===== config.mk =====
export PLATFORM = sky130hd
export DESIGN_NAME = gray_run_ctrl
export DESIGN_NICKNAME = d
export VERILOG_FILES = /design/src/rtl/gray_pkg.sv /design/src/rtl/gray_shadow.sv /design/src/rtl/gray_run_ctrl.sv
export SDC_FILE = /design/constraint.sdc
export NUM_CORES = 1
export LEC_CHECK = 0
export ABC_CLOCK_PERIOD_IN_PS = 2300
export BUFFER_PORTS_ARGS = -buffer_cell sky130_fd_sc_hd__buf_2
export CORE_ASPECT_RATIO = 1.2
export CORE_MARGIN = 1.5
export CORE_UTILIZATION = 30
export CTS_BUF_LIST = sky130_fd_sc_hd__clkbuf_4
export DETAILED_ROUTE_END_ITERATION = 7
export HOLD_SLACK_MARGIN = 0.03
export PLACE_DENSITY = 0.49
export REMOVE_ABC_BUFFERS = 1
export SETUP_SLACK_MARGIN = 0.2
export SYNTH_ARGS = -nofsm -noshare
export SYNTH_HDL_FRONTEND = slang
export SYNTH_SLANG_ARGS = --single-unit

===== constraint.sdc =====
create_clock -name Clk -period 2.3 [get_ports Clk]
set_input_delay 0.69 -clock Clk [delete_from_list [all_inputs] [get_ports Clk]]
set_output_delay 0.69 -clock Clk [all_outputs]
set_load 0.03 [all_outputs]

===== src/rtl/gray_pkg.sv =====
// Shared definitions for the Gray-code run controller and its shadow checker.
// Contents: controller state encoding, Gray counter width, binary-to-Gray helper.
package gray_pkg;

  localparam int unsigned GRAY_W = 3;

  typedef enum logic [1:0] {
    ST_IDLE = 2'd0,
    ST_CLR  = 2'd1,
    ST_RUN  = 2'd2,
    ST_DONE = 2'd3
  } state_t;

  // Reflected binary Gray code of a counter value.
  function automatic logic [GRAY_W-1:0] bin2gray(input logic [GRAY_W-1:0] bin);
    return bin ^ (bin >> 1);
  endfunction

endpackage


===== src/rtl/gray_shadow.sv =====
// Shadow binary model of the 3-bit Gray counter, used to cross-check the counter.
// Ports:
//   Clk, Reset   clock and synchronous active-high reset
//   clr          clear shadow, wrap_seen and Wraps (start of a run)
//   inc          counter enable issued this cycle
//   GrayIn       Gray output returned by the counter
//   OvfIn        sticky overflow returned by the counter
//   Wraps        saturating count of 7->0 wraps this run
//   mismatch_c   combinational: counter disagrees with the shadow
module gray_shadow
  import gray_pkg::*;
#(
  parameter int unsigned WRAP_W = 4
) (
  input  logic              Clk,
  input  logic              Reset,
  input  logic              clr,
  input  logic              inc,
  input  logic [GRAY_W-1:0] GrayIn,
  input  logic              OvfIn,
  output logic [WRAP_W-1:0] Wraps,
  output logic              mismatch_c
);

  localparam logic [GRAY_W-1:0] SHADOW_MAX = '1;
  localparam logic [WRAP_W-1:0] WRAPS_MAX  = '1;

  logic [GRAY_W-1:0] shadow_q;
  logic              wrap_seen_q;

  // Shadow counter; wrap_seen tracks the counter's sticky overflow independently
  // of Wraps, which stops counting once saturated.
  always_ff @(posedge Clk) begin
    if (Reset || clr) begin
      shadow_q    <= '0;
      wrap_seen_q <= 1'b0;
      Wraps       <= '0;
    end else if (inc) begin
      shadow_q <= shadow_q + GRAY_W'(1);
      if (shadow_q == SHADOW_MAX) begin
        wrap_seen_q <= 1'b1;
        if (Wraps != WRAPS_MAX) begin
          Wraps <= Wraps + WRAP_W'(1);
        end
      end
    end
  end

  assign mismatch_c = (GrayIn != bin2gray(shadow_q)) || (OvfIn != wrap_seen_q);

endmodule


===== src/rtl/gray_run_ctrl.sv =====
// Run sequencer for the 3-bit Gray counter: clears it, issues a commanded number
// of enable pulses, and checks every returned value against a shadow model.
// Ports:
//   Clk, Reset        clock and synchronous active-high reset
//   Start, Steps      run request and enable-pulse count (accepted in IDLE)
//   Stop              abort request (honoured in RUN)
//   GrayIn, OvfIn     counter Output / Overflow
//   CntEn, CntReset   counter En / Reset (combinational)
//   Busy, Done        run in progress / one-cycle end-of-run pulse
//   Aborted, Err      how the last run ended
//   Wraps, Remaining  wraps seen in last run / enable pulses still to issue
module gray_run_ctrl
  import gray_pkg::*;
#(
  parameter int unsigned STEP_W = 8,
  parameter int unsigned WRAP_W = 4
) (
  input  logic              Clk,
  input  logic              Reset,
  input  logic              Start,
  input  logic [STEP_W-1:0] Steps,
  input  logic              Stop,
  input  logic [GRAY_W-1:0] GrayIn,
  input  logic              OvfIn,
  output logic              CntEn,
  output logic              CntReset,
  output logic              Busy,
  output logic              Done,
  output logic              Aborted,
  output logic              Err,
  output logic [WRAP_W-1:0] Wraps,
  output logic [STEP_W-1:0] Remaining
);

  state_t            state_q, state_d;
  logic [STEP_W-1:0] remaining_d;
  logic              aborted_d, err_d, busy_d, done_d;
  logic              cnt_en_c, shadow_clr_c, mismatch_raw_c, mismatch_c;

  gray_shadow #(.WRAP_W(WRAP_W)) u_shadow (
    .Clk        (Clk),
    .Reset      (Reset),
    .clr        (shadow_clr_c),
    .inc        (cnt_en_c),
    .GrayIn     (GrayIn),
    .OvfIn      (OvfIn),
    .Wraps      (Wraps),
    .mismatch_c (mismatch_raw_c)
  );

  // State and registered outputs.
  always_ff @(posedge Clk) begin
    if (Reset) begin
      state_q   <= ST_IDLE;
      Remaining <= '0;
      Aborted   <= 1'b0;
      Err       <= 1'b0;
      Busy      <= 1'b0;
      Done      <= 1'b0;
    end else begin
      state_q   <= state_d;
      Remaining <= remaining_d;
      Aborted   <= aborted_d;
      Err       <= err_d;
      Busy      <= busy_d;
      Done      <= done_d;
    end
  end

  // Next state, next registered outputs and counter enable.
  always_comb begin
    state_d      = state_q;
    remaining_d  = Remaining;
    aborted_d    = Aborted;
    err_d        = Err;
    cnt_en_c     = 1'b0;
    shadow_clr_c = 1'b0;
    mismatch_c   = 1'b0;

    unique case (state_q)
      ST_IDLE: begin
        if (Start) begin
          remaining_d  = Steps;
          aborted_d    = 1'b0;
          err_d        = 1'b0;
          shadow_clr_c = 1'b1;
          state_d      = ST_CLR;
        end
      end

      ST_CLR: state_d = ST_RUN;

      ST_RUN: begin
        mismatch_c = mismatch_raw_c;
        // Reset gating keeps the shadow from stepping while the counter is held.
        cnt_en_c   = !Reset && (Remaining != '0) && !Stop && !mismatch_c;
        if (cnt_en_c) begin
          remaining_d = Remaining - STEP_W'(1);
        end
        // Exit on the cycle issuing the last pulse so Done lands at Steps+2.
        if (mismatch_c) begin
          err_d   = 1'b1;
          state_d = ST_DONE;
        end else if (Stop) begin
          aborted_d = 1'b1;
          state_d   = ST_DONE;
        end else if (Remaining <= STEP_W'(1)) begin
          state_d = ST_DONE;
        end
      end

      ST_DONE: begin
        mismatch_c = mismatch_raw_c;
        // Keep Err and Aborted mutually exclusive for a run.
        if (mismatch_c && !Aborted) begin
          err_d = 1'b1;
        end
        state_d = ST_IDLE;
      end

      default: state_d = ST_IDLE;
    endcase

    busy_d = (state_d == ST_CLR) || (state_d == ST_RUN);
    done_d = (state_d == ST_DONE);
  end

  assign CntEn    = cnt_en_c;
  assign CntReset = Reset || (state_q == ST_CLR);

endmodule


# --- Word level (Yosys, flattened, before mapping) ---
# Index checks and enable logic that the tools add are counted.
op_classes:
  addsub: 3
  order_cmp: 1
  eq_ne: 16
  muxes: 18
  bitwise: 1
  reduce_logical: 21
ops:
  columns: ["op", "count"]
  rows:
  - ["$mux W8", 2]
  - ["$pmux W8 S2", 1]
  - ["$ne A2 B2 Y1 const B", 6]
  - ["$eq A2 B2 Y1 const B", 4]
  - ["$le A8 B1 Y1 const B", 1]
  - ["$mux W1", 8]
  - ["$mux W2", 4]
  - ["$pmux W2 S4", 1]
  - ["$reduce_and A4 Y1", 2]
  - ["$reduce_bool A8 Y1", 1]
  - ["$sub A8 B1 Y8 const B", 1]
  - ["$reduce_and A3 Y1", 2]
  - ["$add A4 B1 Y4 const B", 1]
  - ["$eq A2 B1 Y1 const B", 2]
  - ["$logic_and A1 B1 Y1", 4]
  - ["$logic_not A1 Y1", 4]
  - ["$logic_or A1 B1 Y1", 4]
  - ["$ne A4 B4 Y1 const B", 1]
  - ["$add A3 B1 Y3 const B", 1]
  - ["$eq A3 B3 Y1 const B", 1]
  - ["$ne A3 B3 Y1", 1]
  - ["$pmux W1 S3", 1]
  - ["$reduce_bool A3 Y1", 1]
  - ["$xor A3 B2 Y3", 1]
  - ["other kinds (5)", 5]
totals:
  ff_bits: 22
  input_bits: 16
  output_inout_bits: 18

# --- Logic depth before layout (Yosys ltp) ---
# Gate-level depths: netlist of the first run.
logic_depth:
  ltp_word: 7
  depth_mapped: 9
  depth_no_buf: 7

# --- By module ---
# Synthesis of the first run repeated with hierarchy kept, for this count alone.
unflattened:
  hier_cells: 151
  area_unflattened_um2: 1391.3
by_module_without_submodules:
  columns: ["module", "n_inst", "cells_each", "area_each_um2", "seq_area_each_um2"]
  rows:
  - ["gray_run_ctrl", 1, 108, 985.9, 280.3]
  - ["gray_shadow", 1, 43, 405.4, 160.2]

# --- Least setup slack after synthesis of the first run ---
# OpenSTA, ideal clock, no wires.
synth_timing:
  path_type: "register to output"
  from: "register Remaining[0]"
  to: "output CntEn"
  arrival_ns: 2.177
  path_slack_ns: -0.567
  stages_incl_launch_ff: 6
  path_buffers: 1
  cell_sequence: "dfxtp_1 > inv_1 > ha_1 > and3_1 > clkbuf_1 > nor4_1"
synth_between:
  elab_chain_cells: 5
synth_lines:
  columns: ["item", "line_no", "text"]
  rows:
  - ["from (decl)", "gray_run_ctrl.sv:32", "output logic [STEP_W-1:0] Remaining"]
  - ["from (signal assigned)", "gray_run_ctrl.sv:62", "Remaining <= remaining_d;"]
  - ["$reduce_bool A8 Y1", "gray_run_ctrl.sv:96", "cnt_en_c = !Reset && (Remaining != '0) && !Stop && !mismatch_c;"]
  - ["$logic_and A1 B1 Y1 (3 in a row)", "gray_run_ctrl.sv:96", null]
  - ["$mux W1", "gray_run_ctrl.sv:80", "unique case (state_q)"]
  - ["to (decl)", "gray_run_ctrl.sv:25", "output logic CntEn,"]
# Every way passes these cells.

# --- Worst setup path after layout of the first run ---
layout_timing:
  from: "input GrayIn[1]"
  to: "output CntEn"
layout_between:
  elab_chain_cells: 5
layout_lines:
  columns: ["item", "line_no", "text"]
  rows:
  - ["from (decl)", "gray_run_ctrl.sv:23", "input logic [GRAY_W-1:0] GrayIn,"]
  - ["$ne A3 B3 Y1", "gray_shadow.sv:49", "assign mismatch_c = (GrayIn != bin2gray(shadow_q)) || (OvfIn != wrap_seen_q);"]
  - ["$logic_or A1 B1 Y1", "gray_shadow.sv:49", null]
  - ["$logic_not A1 Y1", "gray_run_ctrl.sv:96", null]
  - ["$logic_and A1 B1 Y1", "gray_run_ctrl.sv:96", null]
  - ["$mux W1", "gray_run_ctrl.sv:80", null]
# Every way passes these cells.

==> summary.txt, run 1 <==
Synth
  – Synth Instances: 166
  – Mux contribution to synthesized area: 4.908%
  – Synth Area in Compound Gates: 14.64%
  – Largest family of logic cells by synthesized area: simple AND/OR/NAND/NOR gates
  – Top_reg_cell synth: dfxtp_1
  – Sequential area share after synthesis: 30.85%
  – Library cells used by synthesis: 46
  – Post-Synth Simple-Gate Area: 29.01%
  – Synth warn: 0
  – Asr flop ratio synth: 0%
  – Post-Synth XOR/XNOR Area: 4.733%
  – Post-Syn Area per Cell: 8.600 um2
  – Seq cells post-synth: 22
  – Post-synth EDFFs: 0
  – Synth Area in Adders: 10.52%
  – Netlist Area Pre-Place: 1428 um2

Global route
  – GR Util All Layers: 16.13%
  – Grt ovf: 0
  – Largest net degree at the start of global routing: 20
  – Antenna violations before repair: 0
  – First-pass GRT wire length: 6.651 mm
  – Vias in the first global route: 1432

STA
  – Worst Tran Pin Value: 0.3695 ns
  – Fmax: 414.6 MHz
  – Period utilisation layout: 104.9%
  – Final setup skew: 0.007955 ns
  – Setup ws final: -0.1121 ns
  – Post-layout minimum cycle time: 2.412 ns
  – Final Max Tran Viols: 0
  – Max-slew headroom: 75.14%
  – Fin Setup TNS: -0.2360 ns
  – Setup-failing EPs final: 5
  – Fin. Hold Viols: 0
  – RSZ-0062 raised after global routing: true

Routing
  – Antenna-violating nets left: 0
  – Met1 wire length: 1.911 mm
  – DRC errors left: 0
  – Avg Vias per Cell: 5.261
  – Wire length per cell: 15.08 um
  – Metal3 WL: 144 um
  – TritonRoute pass-1 iters: 4
  – Vias post-DR: 1452
  – DR iter-0 viols: 59
  – Total Wirelength: 4.162 mm
  – DR WL met2: 2.057 mm
  – DR top layer: met4

Worst setup path
  – Worst-path maximum fanout: 2
  – Slowest CP cell: xnor3_2
  – Worst-path cell chain: buf_6 -> xnor3_2 -> nand4_4 -> nor4_4 -> buf_4
  – Critical Path RT: 1.61 ns
  – CP Capture Type: output pin
  – Cell family with most CP delay: XOR/XNOR gates
  – Worst EP arrival: 1.72 ns
  – CP Class: input pin to output pin
  – Bufs and invs on worst path: 2
  – Delay of the slowest cell on the worst path: 0.40 ns
  – Critical path launch point type: input pin

Floorplanning
  – Die width: 65.98 um
  – Starting Density: 31.07%
  – Site Rows: 27
  – Die Y: 78.57 um
  – Ports: 34
  – Core area: 4594 um2
  – Die footprint: 5184 um2

CTS
  – CTS clk-pin slew, worst paths: 0.14 ns
  – Clock Tree Buf Depth: 2
  – CTS Root Cell: clkbuf_4
  – CTS tree: yes
  – Sink Count: 22
  – CTS H-Tree Depth: 1
  – Clock Latency Late Sink: 0.31 ns
  – CTS buffer count: 3

Power
  – VDD IR max: 0.0002219 V
  – Internal Power: 0.0007053 W
  – Static Leak: 0.8488 nW
  – PD cells: 599.8 nW/um2
  – Clock power share: 15.8%
  – Reg power frac: 37.9%
  – Comb power frac: 46.3%
  – NetSw: 0.0005104 W
  – Switching share of power: 41.98%

Status
  – Outcome: finished, violations left
  – Failing checks: setup timing

Place
  – Buffers on Ports: 33
  – Final GP Congestion: 0.8044
  – Detailed-placement wirelength estimate: 2.982 mm

Cells and area
  – Most frequent cells in the layout: 30 x buf_2, 18 x dfxtp_1, 18 x buf_4
  – Layout cell share with drive strength beyond 1: 40.37%
  – Most common cell after layout, fill and taps aside: buf_2
  – Layout Nets: 247
  – Filler cells: 493
  – Synth-to-layout area growth: 41.98%
  – Final core occ: 44.12%
  – # diodes: 0

Job
  – Max Cap Violations: 0

Min path
  – HP Class: register to register
## power by group through the flow
| stage | registers (W) | clock network [W] | logic [W] |
|---|---|---|---|
| finish | 0.000461 | 0.000192 | 0.000563 |
| global route | 0.000466 | 0.000205 | 0.000613 |
| floorplan | 0.000532 | 0 | 0.000246 |
| CTS | 0.000460 | 0.000195 | 0.000513 |
| global placement | 0.000465 | 0 | 0.000486 |
| detailed placement | 0.000467 | 0 | 0.000491 |
## final timing paths
path	slack, ns	start	cells past startpoint	to
worst max-delay path	-0.11	GrayIn[1]	5	CntEn
worst max register to register	-0.02	u_shadow.shadow_q[0]	8	Remaining[3]
worst min register to register	0.52	u_shadow.wrap_seen_q	2	u_shadow.wrap_seen_q
worst min-delay path	0.52	u_shadow.wrap_seen_q	2	u_shadow.wrap_seen_q
## per-layer routing
layer	up-vias	track usage [%]
met3	6	2.149
met4	0	4.490
li1	710	-
met1	701	20.40
met2	35	28.28
met5	-	0
## timing repair
action,CTS,global route
buffers inserted,1,2
cloned,1,0
resized for setup,17,24
setup endpoints to repair,14,16
hold buffers,0,0
pin swaps,3,23
## per-stage QoR
step	hold WS [ns]	power (W)	setup slack (ns)	area, um2	std cells
after global placement	0.4954	0.0009507	-0.1593	1773	268
after detailed placement	0.4962	0.0009582	-0.2197	1773	268
after global routing	0.5457	0.001285	-0.1725	2027	276
after CTS	0.5282	0.001168	-0.09480	1901	274
final	0.5201	0.001216	-0.1121	2027	276
after floorplan	0.4575	0.0007777	-0.5584	1385	157
## worst min-delay path: cells and delay by family (launching register included)
family,cells,cell delay (ns)
DFF,1,0.38
and+or+nand+nor,1,0.07
AOI/OAI and AO/OA,1,0.05
## cells by family after synthesis
| group | after synthesis |
|---|---|
| compound gates | 31 |
| simple gates | 70 |
| mux | 7 |
| xor+xnor | 6 |
| fa+ha+maj | 12 |
| buf+inv | 18 |
| flops | 22 |
## cell type report
cell class	count	area [um2]	area share, %
multi-input combinational	126	1059	52.22
tap	58	72.57	3.580
clock buffer	3	22.52	1.111
clock inverter	1	3.754	0.1852
sequential	22	445.4	21.98
inverter	9	33.78	1.667
timing repair buffer	57	390.4	19.26
## state kept, by name (all words and copies together) (netlist names)
| register | flops |
|---|---|
| u_shadow.Wraps | 4 |
| Remaining | 8 |
| u_shadow.shadow_q | 3 |
| Aborted | 1 |
| u_shadow.wrap_seen_q | 1 |
| Err | 1 |
| Busy | 1 |
| state_q | 2 |
| Done | 1 |
## synthesized netlist by cell type (2+ instances only)
cell,number,area share (%)
a21oi_1,7,2.5
a311oi_1,2,1.2
a31oi_1,5,2.2
and3_1,2,0.88
clkbuf_1,6,1.6
dfxtp_1,22,31
ha_1,12,11
inv_1,9,2.4
mux2i_1,7,4.9
nand2_1,8,2.1
nand2b_1,2,0.88
nand3_1,4,1.4
nand3b_1,5,2.6
nor2_1,13,3.4
nor2b_1,7,3.1
nor3_1,3,1.1
nor3b_1,2,1.1
nor4_1,10,4.4
o211ai_1,3,1.6
o21ai_0,4,1.4
or2_2,2,0.88
or3_1,2,0.88
or4_1,3,1.6
xnor2_1,4,2.5
(Power assumes the default switching activity.)
==> inputs of run 2 (changes only) <==
--- a/config.mk
+++ b/config.mk
@@ -18,4 +18,5 @@
 export SETUP_SLACK_MARGIN = 0.2
 export SYNTH_ARGS = -nofsm -noshare
 export SYNTH_HDL_FRONTEND = slang
+export SYNTH_HIERARCHICAL = 1
 export SYNTH_SLANG_ARGS = --single-unit
==> summary.txt, run 2 <==
Worst setup path
  – Critical Path RT: 1.61 ns
  – Reg2reg setup slack: -0.38 ns
  – Worst EP arrival: 2.18 ns
  – Worst-path maximum fanout: 2
  – CP Capture Type: output pin
  – Critical path launch point type: input pin
  – CP Class: input pin to output pin

Synth
  – Top-area cell type share of the netlist area: 31.65%
  – Library cells used by synthesis: 51
  – Leading cell types by count after synthesis: 22 x dfxtp_1, 12 x a21oi_1, 11 x ha_1, 10 x nor2_1, 9 x nor3_1
  – Synth area leader: dfxtp_1
  – Seq cells post-synth: 22
  – Asr flop ratio synth: 0%
  – Count leader, synth: dfxtp_1
  – Sequential area share after synthesis: 31.65%
  – Netlist Area Pre-Place: 1391 um2
  – Synth Instances: 151
  – Synth warn: 6
  – Post-Syn Area per Cell: 9.214 um2
  – Top_reg_cell synth: dfxtp_1
  – Ranking of synthesized cells by area: dfxtp_1 32%, ha_1 9.9%, a21oi_1 4.3%
  – Post-synth EDFFs: 0

Place
  – Detailed-placement wirelength estimate: 2.708 mm
  – Final GP Congestion: 0.8288
  – DP Area: 1715 um2
  – Buffers on Ports: 33

Cells and area
  – Most frequent cells in the layout: 30 x buf_2, 23 x buf_6, 18 x dfxtp_1, 18 x buf_4, 10 x nor2_1
  – Layout Nets: 249
  – Final instance area: 2172 um2
  – Top reg by flops: Remaining
  – Largest regs: Remaining: 8 flops, u_shadow/Wraps: 4 flops, u_shadow/shadow_q: 3 flops
  – Most common cell after layout, fill and taps aside: buf_2
  – # diodes: 0
  – Synth-to-layout area growth: 56.11%
  – Layout cell share with drive strength beyond 1: 54.30%
  – Max reg flops: 8

CTS
  – Clock Latency Late Sink: 0.33 ns
  – Sink Count: 22
  – CTS clk-pin slew, worst paths: 0.13 ns
  – Clock Tree Buf Depth: 2
  – CTS H-Tree Depth: 1
  – Hold-fix buffers, CTS: 0
  – CTS tree: yes
  – CTS Root Cell: clkbuf_4
  – CTS buffer count: 3

Global route
  – Grt ovf: 0
  – Largest net degree at the start of global routing: 17
  – Antenna violations before repair: 0
  – GR Util All Layers: 15.41%
  – First-pass GRT wire length: 6.230 mm
  – Vias in the first global route: 1334

STA
  – Period utilisation layout: 124.8%
  – Final hold slack: 0.5156 ns
  – Final setup skew: 0.002713 ns
  – Setup-failing EPs final: 20
  – Fmax: 348.4 MHz
  – Fin. Hold Viols: 0
  – Final Max Tran Viols: 0
  – Post-layout minimum cycle time: 2.870 ns
  – Setup ws final: -0.5703 ns
  – Worst Tran Pin Value: 0.6234 ns
  – RSZ-0062 raised after global routing: true
  – Max-slew headroom: 58.25%

Routing
  – Wire length per cell: 14.26 um
  – DRC errors left: 0
  – Vias post-DR: 1410
  – Antenna-violating nets left: 0
  – TritonRoute pass-1 iters: 4
  – DR iter-0 viols: 17
  – Avg Vias per Cell: 5.090
  – Total Wirelength: 3.949 mm

Min path
  – HP Class: register to register

Floorplanning
  – Core area: 4359 um2
  – Die width: 65.17 um
  – Site Rows: 26
  – Starting Density: 31.92%
  – Die footprint: 5057 um2
  – Die Y: 77.60 um
  – Ports: 34

Power
  – Comb power frac: 47.6%
  – Static Leak: 0.9312 nW
  – Clock power share: 20.7%
  – Internal Power: 0.0009174 W
  – VDD IR max: 0.0003697 V
  – PD cells: 699.1 nW/um2
  – Reg power frac: 31.7%
  – NetSw: 0.0006010 W
  – Switching share of power: 39.58%

Status
  – Outcome: finished, violations left
  – Failing checks: setup timing

Job
  – Max Cap Violations: 0
## run 2: final timing paths
path	start	to	cells past startpoint
max	GrayIn[1]	CntEn	8
min	u_shadow/wrap_seen_q	u_shadow/wrap_seen_q	2
max reg2reg	u_shadow/shadow_q[1]	Busy	15
min reg2reg	u_shadow/wrap_seen_q	u_shadow/wrap_seen_q	2
## run 2: timing repair
action                     4_1_cts  5_1_grt
pin swaps                       18       16
setup endpoints to repair       20       23
resized for setup               39       22
buffers inserted                10        9
## run 2: layout make-up
class,count,area (um2)
Sequential cell,22,445.4
Timing Repair Buffer,71,544.3
Tap cell,56,70.07
Multi-Input combinational cell,116,1030
Clock buffer,3,22.52
Inverter,8,30.03
Clock inverter,1,30.03
Fill cell,450,2187
## run 2: power groups by stage
stage	logic (W)	clock network, W	registers, W
final	0.000723	0.000314	0.000481
after floorplan	0.000324	0	0.000571
after global placement	0.000600	0	0.000485
after global routing	0.000776	0.000340	0.000489
after detailed placement	0.000607	0	0.000489
after CTS	0.000697	0.000320	0.000480
## run 2: through the flow
stage	util [%]	TNS (ns)	std cells	setup WS (ns)	total power [W]
after floorplan	-	-5.077	146	-0.6238	0.0008954
after global placement	39.35	-6.814	254	-0.6027	0.001086
after detailed placement	39.35	-7.633	254	-0.6453	0.001096
after CTS	46.24	-1.739	268	-0.5506	0.001497
after global routing	49.83	-5.545	277	-0.6906	0.001605
final	49.83	-2.915	277	-0.5703	0.001518
## run 2: cells by family after synthesis
family | after synthesis | share of synthesized area [%]
AOI/OAI and AO/OA | 39 | 21.04
DFF | 22 | 31.65
adders and majority gates | 11 | 9.892
xor gates and xnor gates | 6 | 3.777
muxes | 4 | 2.878
and+or+nand+nor | 56 | 24.73
buffers and inverters | 13 | 6.025
## run 2: worst max-delay path, cell delays in order
cell and delay [ns]:
buf_6 0.09, xor2_2 0.13, xnor2_1 0.16, nand4_1 0.16, or4b_4 0.55, a21o_1 0.19, inv_2 0.07, buf_6 0.12
## run 2: metal layers
metal	global-route usage (%)	part of all wire (%)	vias to the layer above
met5	0	0	-
met4	3.750	1.1	0
met3	2.609	3.2	5
met2	27.76	54	27
met1	18.71	42	685
li1	-	-	693
